`src/rtl/dram_access_ctrl.sv`:
```
// Sequencer between the MEM stage and a word-wide synchronous-read data DRAM.
// One request at a time; sub-word stores are read-modify-write, loads are lane-extracted.
module dram_access_ctrl #(
    parameter int RD_LAT = 1
) (
    input  logic        cpu_clk,
    input  logic        cpu_rst,
    input  logic        req_valid,
    output logic        req_ready,
    input  logic        req_we,
    input  logic [1:0]  req_size,
    input  logic        req_sext,
    input  logic [31:0] req_addr,
    input  logic [31:0] req_wdata,
    output logic        resp_valid,
    output logic [31:0] resp_rdata,
    output logic        resp_err,
    output logic        stall,
    output logic [31:0] mem_addr,
    output logic        mem_we,
    output logic [31:0] mem_wdata,
    input  logic [31:0] mem_rdata
);

    typedef enum logic [1:0] {
        IDLE    = 2'd0,
        RD_WAIT = 2'd1,
        WRITE   = 2'd2,
        RESP    = 2'd3
    } state_t;

    state_t      r_state;
    state_t      w_state_next;
    logic [1:0]  r_cnt;
    logic [1:0]  r_addr_lo;
    logic [1:0]  r_size;
    logic        r_sext;
    logic        r_we;
    logic        r_err;
    logic [15:0] r_wdata;
    logic [31:0] r_rdata;
    logic [31:0] r_mem_addr;
    logic [31:0] r_mem_wdata;

    logic        w_accept;
    logic        w_misaligned;
    logic        w_word_store;
    logic        w_rd_done;

    function automatic logic [31:0] extract_load(input logic [31:0] word, input logic [1:0] lo,
                                                 input logic [1:0] size, input logic sext);
        logic [7:0]  b;
        logic [15:0] h;
        b = word[{lo, 3'b000} +: 8];
        h = word[{lo[1], 4'b0000} +: 16];
        case (size)
            2'd0:    return {{24{sext & b[7]}}, b};
            2'd1:    return {{16{sext & h[15]}}, h};
            default: return word;
        endcase
    endfunction

    // Only called for byte/half stores; the untouched lanes keep the DRAM contents.
    function automatic logic [31:0] merge_store(input logic [31:0] word, input logic [15:0] wdata,
                                                input logic [1:0] lo, input logic [1:0] size);
        logic [31:0] m;
        m = word;
        if (size == 2'd0) m[{lo, 3'b000} +: 8] = wdata[7:0];
        else              m[{lo[1], 4'b0000} +: 16] = wdata;
        return m;
    endfunction

    assign w_accept     = (r_state == IDLE) & req_valid;
    assign w_misaligned = (req_size == 2'd3)
                        | ((req_size == 2'd1) & req_addr[0])
                        | ((req_size == 2'd2) & (req_addr[1:0] != 2'b00));
    assign w_word_store = req_we & (req_size == 2'd2);
    assign w_rd_done    = (r_state == RD_WAIT) & (r_cnt == 2'd1);

    always_comb begin
        // NOTE: default first so every path assigns the next state and no latch is inferred.
        w_state_next = r_state;
        case (r_state)
            IDLE: begin
                if (req_valid) begin
                    if (w_misaligned)      w_state_next = RESP;
                    else if (w_word_store) w_state_next = WRITE;
                    else                   w_state_next = RD_WAIT;
                end
            end
            RD_WAIT: if (w_rd_done) w_state_next = r_we ? WRITE : RESP;
            WRITE:   w_state_next = RESP;
            RESP:    w_state_next = IDLE;
            default: w_state_next = IDLE;
        endcase
    end

    // NOTE: non-blocking assignments so every register samples pre-edge values.
    always_ff @(posedge cpu_clk) begin
        if (cpu_rst) begin
            r_state     <= IDLE;
            r_cnt       <= '0;
            r_addr_lo   <= '0;
            r_size      <= '0;
            r_sext      <= 1'b0;
            r_we        <= 1'b0;
            r_err       <= 1'b0;
            r_wdata     <= '0;
            r_rdata     <= '0;
            r_mem_addr  <= '0;
            r_mem_wdata <= '0;
        end else begin
            r_state <= w_state_next;
            if (w_accept) begin
                r_addr_lo  <= req_addr[1:0];
                r_size     <= req_size;
                r_sext     <= req_sext;
                r_we       <= req_we;
                r_err      <= w_misaligned;
                r_wdata    <= req_wdata[15:0];
                r_rdata    <= '0;
                r_mem_addr <= {req_addr[31:2], 2'b00};
                r_cnt      <= 2'(RD_LAT);
                if (w_word_store && !w_misaligned) r_mem_wdata <= req_wdata;
            end
            if (r_state == RD_WAIT) begin
                r_cnt <= r_cnt - 2'd1;
                if (w_rd_done) begin
                    if (r_we) r_mem_wdata <= merge_store(mem_rdata, r_wdata, r_addr_lo, r_size);
                    else      r_rdata     <= extract_load(mem_rdata, r_addr_lo, r_size, r_sext);
                end
            end
        end
    end

    // Write and response strobes are masked during reset so an aborted request leaves no trace.
    assign req_ready  = (r_state == IDLE);
    assign resp_valid = (r_state == RESP) & ~cpu_rst;
    assign resp_err   = resp_valid & r_err;
    assign resp_rdata = resp_valid ? r_rdata : 32'd0;
    assign stall      = req_valid & (r_state != RESP) & ~cpu_rst;
    assign mem_we     = (r_state == WRITE) & ~cpu_rst;
    assign mem_addr   = r_mem_addr;
    assign mem_wdata  = r_mem_wdata;

endmodule

```
`config.mk`:
```
export PLATFORM = sky130hd
export DESIGN_NAME = dram_access_ctrl
export DESIGN_NICKNAME = d
export VERILOG_FILES = /design/src/rtl/dram_access_ctrl.sv
export SDC_FILE = /design/constraint.sdc
export NUM_CORES = 1
export LEC_CHECK = 0
export ABC_AREA = 1
export BUFFER_PORTS_ARGS = -buffer_cell sky130_fd_sc_hd__buf_2
export CAP_MARGIN = 20
export CORE_MARGIN = 2
export CORE_UTILIZATION = 53
export DETAILED_ROUTE_END_ITERATION = 8
export GPL_TIMING_DRIVEN = 0
export HOLD_SLACK_MARGIN = 0.08
export PLACE_DENSITY_LB_ADDON = 0.12
export SETUP_SLACK_MARGIN = 0.02
export SYNTH_ARGS = -nofsm -noshare
export SYNTH_HDL_FRONTEND = slang
export SYNTH_SLANG_ARGS = --single-unit
```
`constraint.sdc`:
```
create_clock -name cpu_clk -period 2.1 [get_ports cpu_clk]
set_input_delay 0.105 -clock cpu_clk [delete_from_list [all_inputs] [get_ports cpu_clk]]
set_output_delay 0.105 -clock cpu_clk [all_outputs]
set_load 0.02 [all_outputs]
```
==> impl_results.md <==
- Outcome: completed
- Number of cells on the worst hold path: 3
- Largest net degree at the start of global routing: 20
- Post-route setup slack: 0.126 ns
- Top achievable clock speed: 507 MHz
- Seq/Total Area, Yosys: 0.343
- Die W: 119 um
- Layout Area Growth over Synthesis: 37.6%
- Count of standard-cell rows: 42
- Worst Min Path Start: mem_rdata[15]
- Pre-CTS WS: -0.264 ns
- Layout Cell Area excl Fill: 9720 sq um
- Placed cell count: 1518
- Switching power of the nets: 4.26 mW
- Fraction of power consumed by the clock network: 0.292
- Overflow left after global routing: 0
- Vias: 8632
- Total die area: 14300 sq um
- Type of element capturing the critical path: flip-flop
- Share of the synthesized area in the top cell type: 0.343
- Critical path type: flip-flop to flip-flop
- Sinks on the clock net: 121
- Total GRT Usage: 0.360
- Placement Cell Area: 8290 sq um
- Cell type with the largest total area after synthesis: dfxtp_1
- Number of enable flip-flop cells after synthesis: 0
- Initial antenna violation count: 0
- Cell with the most instances after synthesis: nand2_1
- DP Wirelength: 18200 um
- Number of max-cap violations: 0
- Clock slew at reported path FFs: 0.05 ns
- Arrival time reported for the critical path endpoint: 2.29 ns
- Post-detailed-route wirelength per cell: 15.8 um
- Deepest clock path buffer count: 2
- Effective utilization at floorplan: 0.538
- Fraction of power spent switching nets: 0.409
- Dominant synthesized flop cell: dfxtp_1
- Min-delay worst type: input port to flip-flop
- Number of cells in the finished layout apart from fillers: 1624
- Hold Fails Final Rpt: 0
- Largest clock skew in the final design: 0.00557 ns
- Leakage component of the power: 4.71 nW
- Number of ports placed on the die boundary: 204
- Final weighted congestion in routability-driven placement: 0.994
- Worst r2r src: r_state[1]$_SDFFE_PP0P_
- Proportion of register bits with asynchronous set or reset after synthesis: 0
- Final setup viols: 0
- Type of origin of the critical path: flip-flop
- Count of nets left with antenna violations after detail routing: 0
- First-pass GRT wire length: 40200 um
- Number of remaining DRC errors: 0
- Number of global-route vias before repair: 7900
- YS warnings: 0
- Number of max-slew violations in the final report: 0
- Antenna diode instance count: 0
- Main area contributors after synthesis: dfxtp_1 (34%), nand2_1 (14%), nor2_1 (11%)
- Inserted Clock Buffers: 17
- Post-detailed-route via-to-cell ratio: 5.32
- Starting DRC count in detailed routing: 893
- Internal power contribution: 6.14 mW
- Relative slew slack: 0.579
- Worst-Skew Late Latency: 0.43 ns
- Portion of total power attributed to combinational logic: 0.413
- Post-synthesis register bit count: 121
- Maximum vdd drop: 0.759 mV
- Avg Synthesized Cell Area: 6.19 sq um
- Cells on worst reg2reg path: 8
- Unrepaired setup endpoints after global routing: true
- Power density normalized to cell area: 1070 nW/um^2
- Setup TNS after final layout: 0 ns
- Count of buffers from port buffering: 201
- Power share of the sequential group: 0.295
- Area of the placeable core: 13100 sq um
- Vertical die dimension: 119 um
- Clock tree root driver cell: clkbuf_16
- Most used standard cells in the synthesized netlist: nand2_1 (269), nor2_1 (214), o21ai_0 (123)
- Synthesized cell area: 7060 sq um
- Count of cell types in the netlist: 35
- Fraction of the cycle the final worst path needs: 0.940
- Post-layout net count: 1551
- Timing startpoint of the critical path: r_state[1]$_SDFFE_PP0P_
- Peak fanout along the critical path: 10
- Clock period minus worst slack: 1.97 ns
- First-pass detailed-route iteration total: 6
- Share of cells above drive strength 1: 0.221
- Clock tree from TritonCTS: built
- Total wire length: 25600 um
- Transition time at the pin with the least slew margin: 0.631 ns
- Number of levels the H-tree was split into: 4
- Required time of the worst setup path: 2.42 ns
- Syn Inst Count: 1140
[logic make-up (layout without fill, tap and decap cells)]
| logic type | Yosys count | count (layout) | synth area share |
|---|---|---|---|
| buffers and inverters | 173 | 480 | 0.103 |
| DFF | 121 | 121 | 0.343 |
| other | 1 | 2 | 0.000531 |
| AOI/OAI and AO/OA | 257 | 257 | 0.198 |
| and+or+nand+nor | 577 | 577 | 0.336 |
| adders and majority gates | 11 | 11 | 0.0195 |
[path summary, 6_finish.rpt]
| path | to | slack [ns] |
|---|---|---|
| worst min-delay path | r_rdata[15]$_SDFF_PP0_ | 0.1 |
| worst max register to register | mem_wdata[20]$_SDFF_PP0_ | 0.13 |
| worst min register to register | r_cnt[1]$_SDFFE_PP0P_ | 0.47 |
| worst max-delay path | mem_wdata[20]$_SDFF_PP0_ | 0.13 |
[layout make-up]
cell class                      instances  area [sq um]
Sequential cell                       121          2420
Buffer                                 76           370
Clock inverter                          7           116
Clock buffer                           23           488
Inverter                               96           372
Fill cell                            1108          3420
Timing Repair Buffer                  278          1770
Tap cell                              176           220
Multi-Input combinational cell        847          3960
[layout by cell type (no fill, tap or decap), types with 4 or more instances in the layout]
cell	netlist	routed
a21boi_1	4	6
a21oi_1	98	96
a21oi_2	10	12
and2_1	6	6
buf_2	36	235
buf_4	3	6
clkbuf_1	32	30
clkbuf_16	0	17
clkbuf_2	0	4
clkbuf_8	0	4
dfxtp_1	121	120
dlygate4sd3_1	0	74
ha_1	11	10
inv_1	85	84
inv_2	8	6
inv_4	1	4
nand2_1	269	268
nand3_1	52	52
nand4_1	23	23
nor2_1	214	210
nor2_2	3	6
nor2_4	4	5
o211ai_1	9	9
o21ai_0	123	122
[flip-flops by register name, summed over array words and instances (netlist names), 2 cells and up]
signal	flops
mem_wdata	32
r_rdata	32
r_wdata	16
mem_addr	30
r_size	2
r_state	2
r_cnt	2
r_addr_lo	2
[metrics by stage]
step,hold WS [ns],total power [mW],utilization
6_report,0.0990,10.4,0.740
5_1_grt,0.0816,11.0,0.740
4_1_cts,0.0805,10.2,0.736
3_5_place_dp,0.359,7.07,0.631
3_3_place_gp,0.354,7.03,0.631
2_1_floorplan,0.254,5.86,-
[power by group through the flow]
stage / registers (mW) / logic [mW] / clock network, mW
after floorplan: 3.30 / 2.56 / 0
after global placement: 3.08 / 3.94 / 0
after detailed placement: 3.09 / 3.98 / 0
after CTS: 3.05 / 4.12 / 3.02
after global routing: 3.12 / 4.72 / 3.15
final: 3.07 / 4.29 / 3.04
[worst max-delay path, stage by stage, from the launching register on]
cell and delay, ns:
dfxtp_1 0.33, inv_1 0.11, ha_1 0.29, nand2_1 0.13, nor2_4 0.23, buf_1 0.46
nand2_1 0.16, nand2_1 0.10, nor2_1 0.05
[per-layer routing]
layer	up-vias	wire length [um]	GRT usage
met2	437	11700	0.587
met5	-	0	0
li1	4254	-	-
met3	71	2390	0.0920
met4	0	852	0.137
met1	3870	10700	0.458
[repair_timing]
action	in CTS	in global routing
endpoints found under the setup margin	24	67
pin swaps	3	1
hold buffers	74	0
gates resized for setup	7	22
endpoints found under the hold margin	86	0
buffers inserted	3	0
Power figures use the tool's default switching activity.
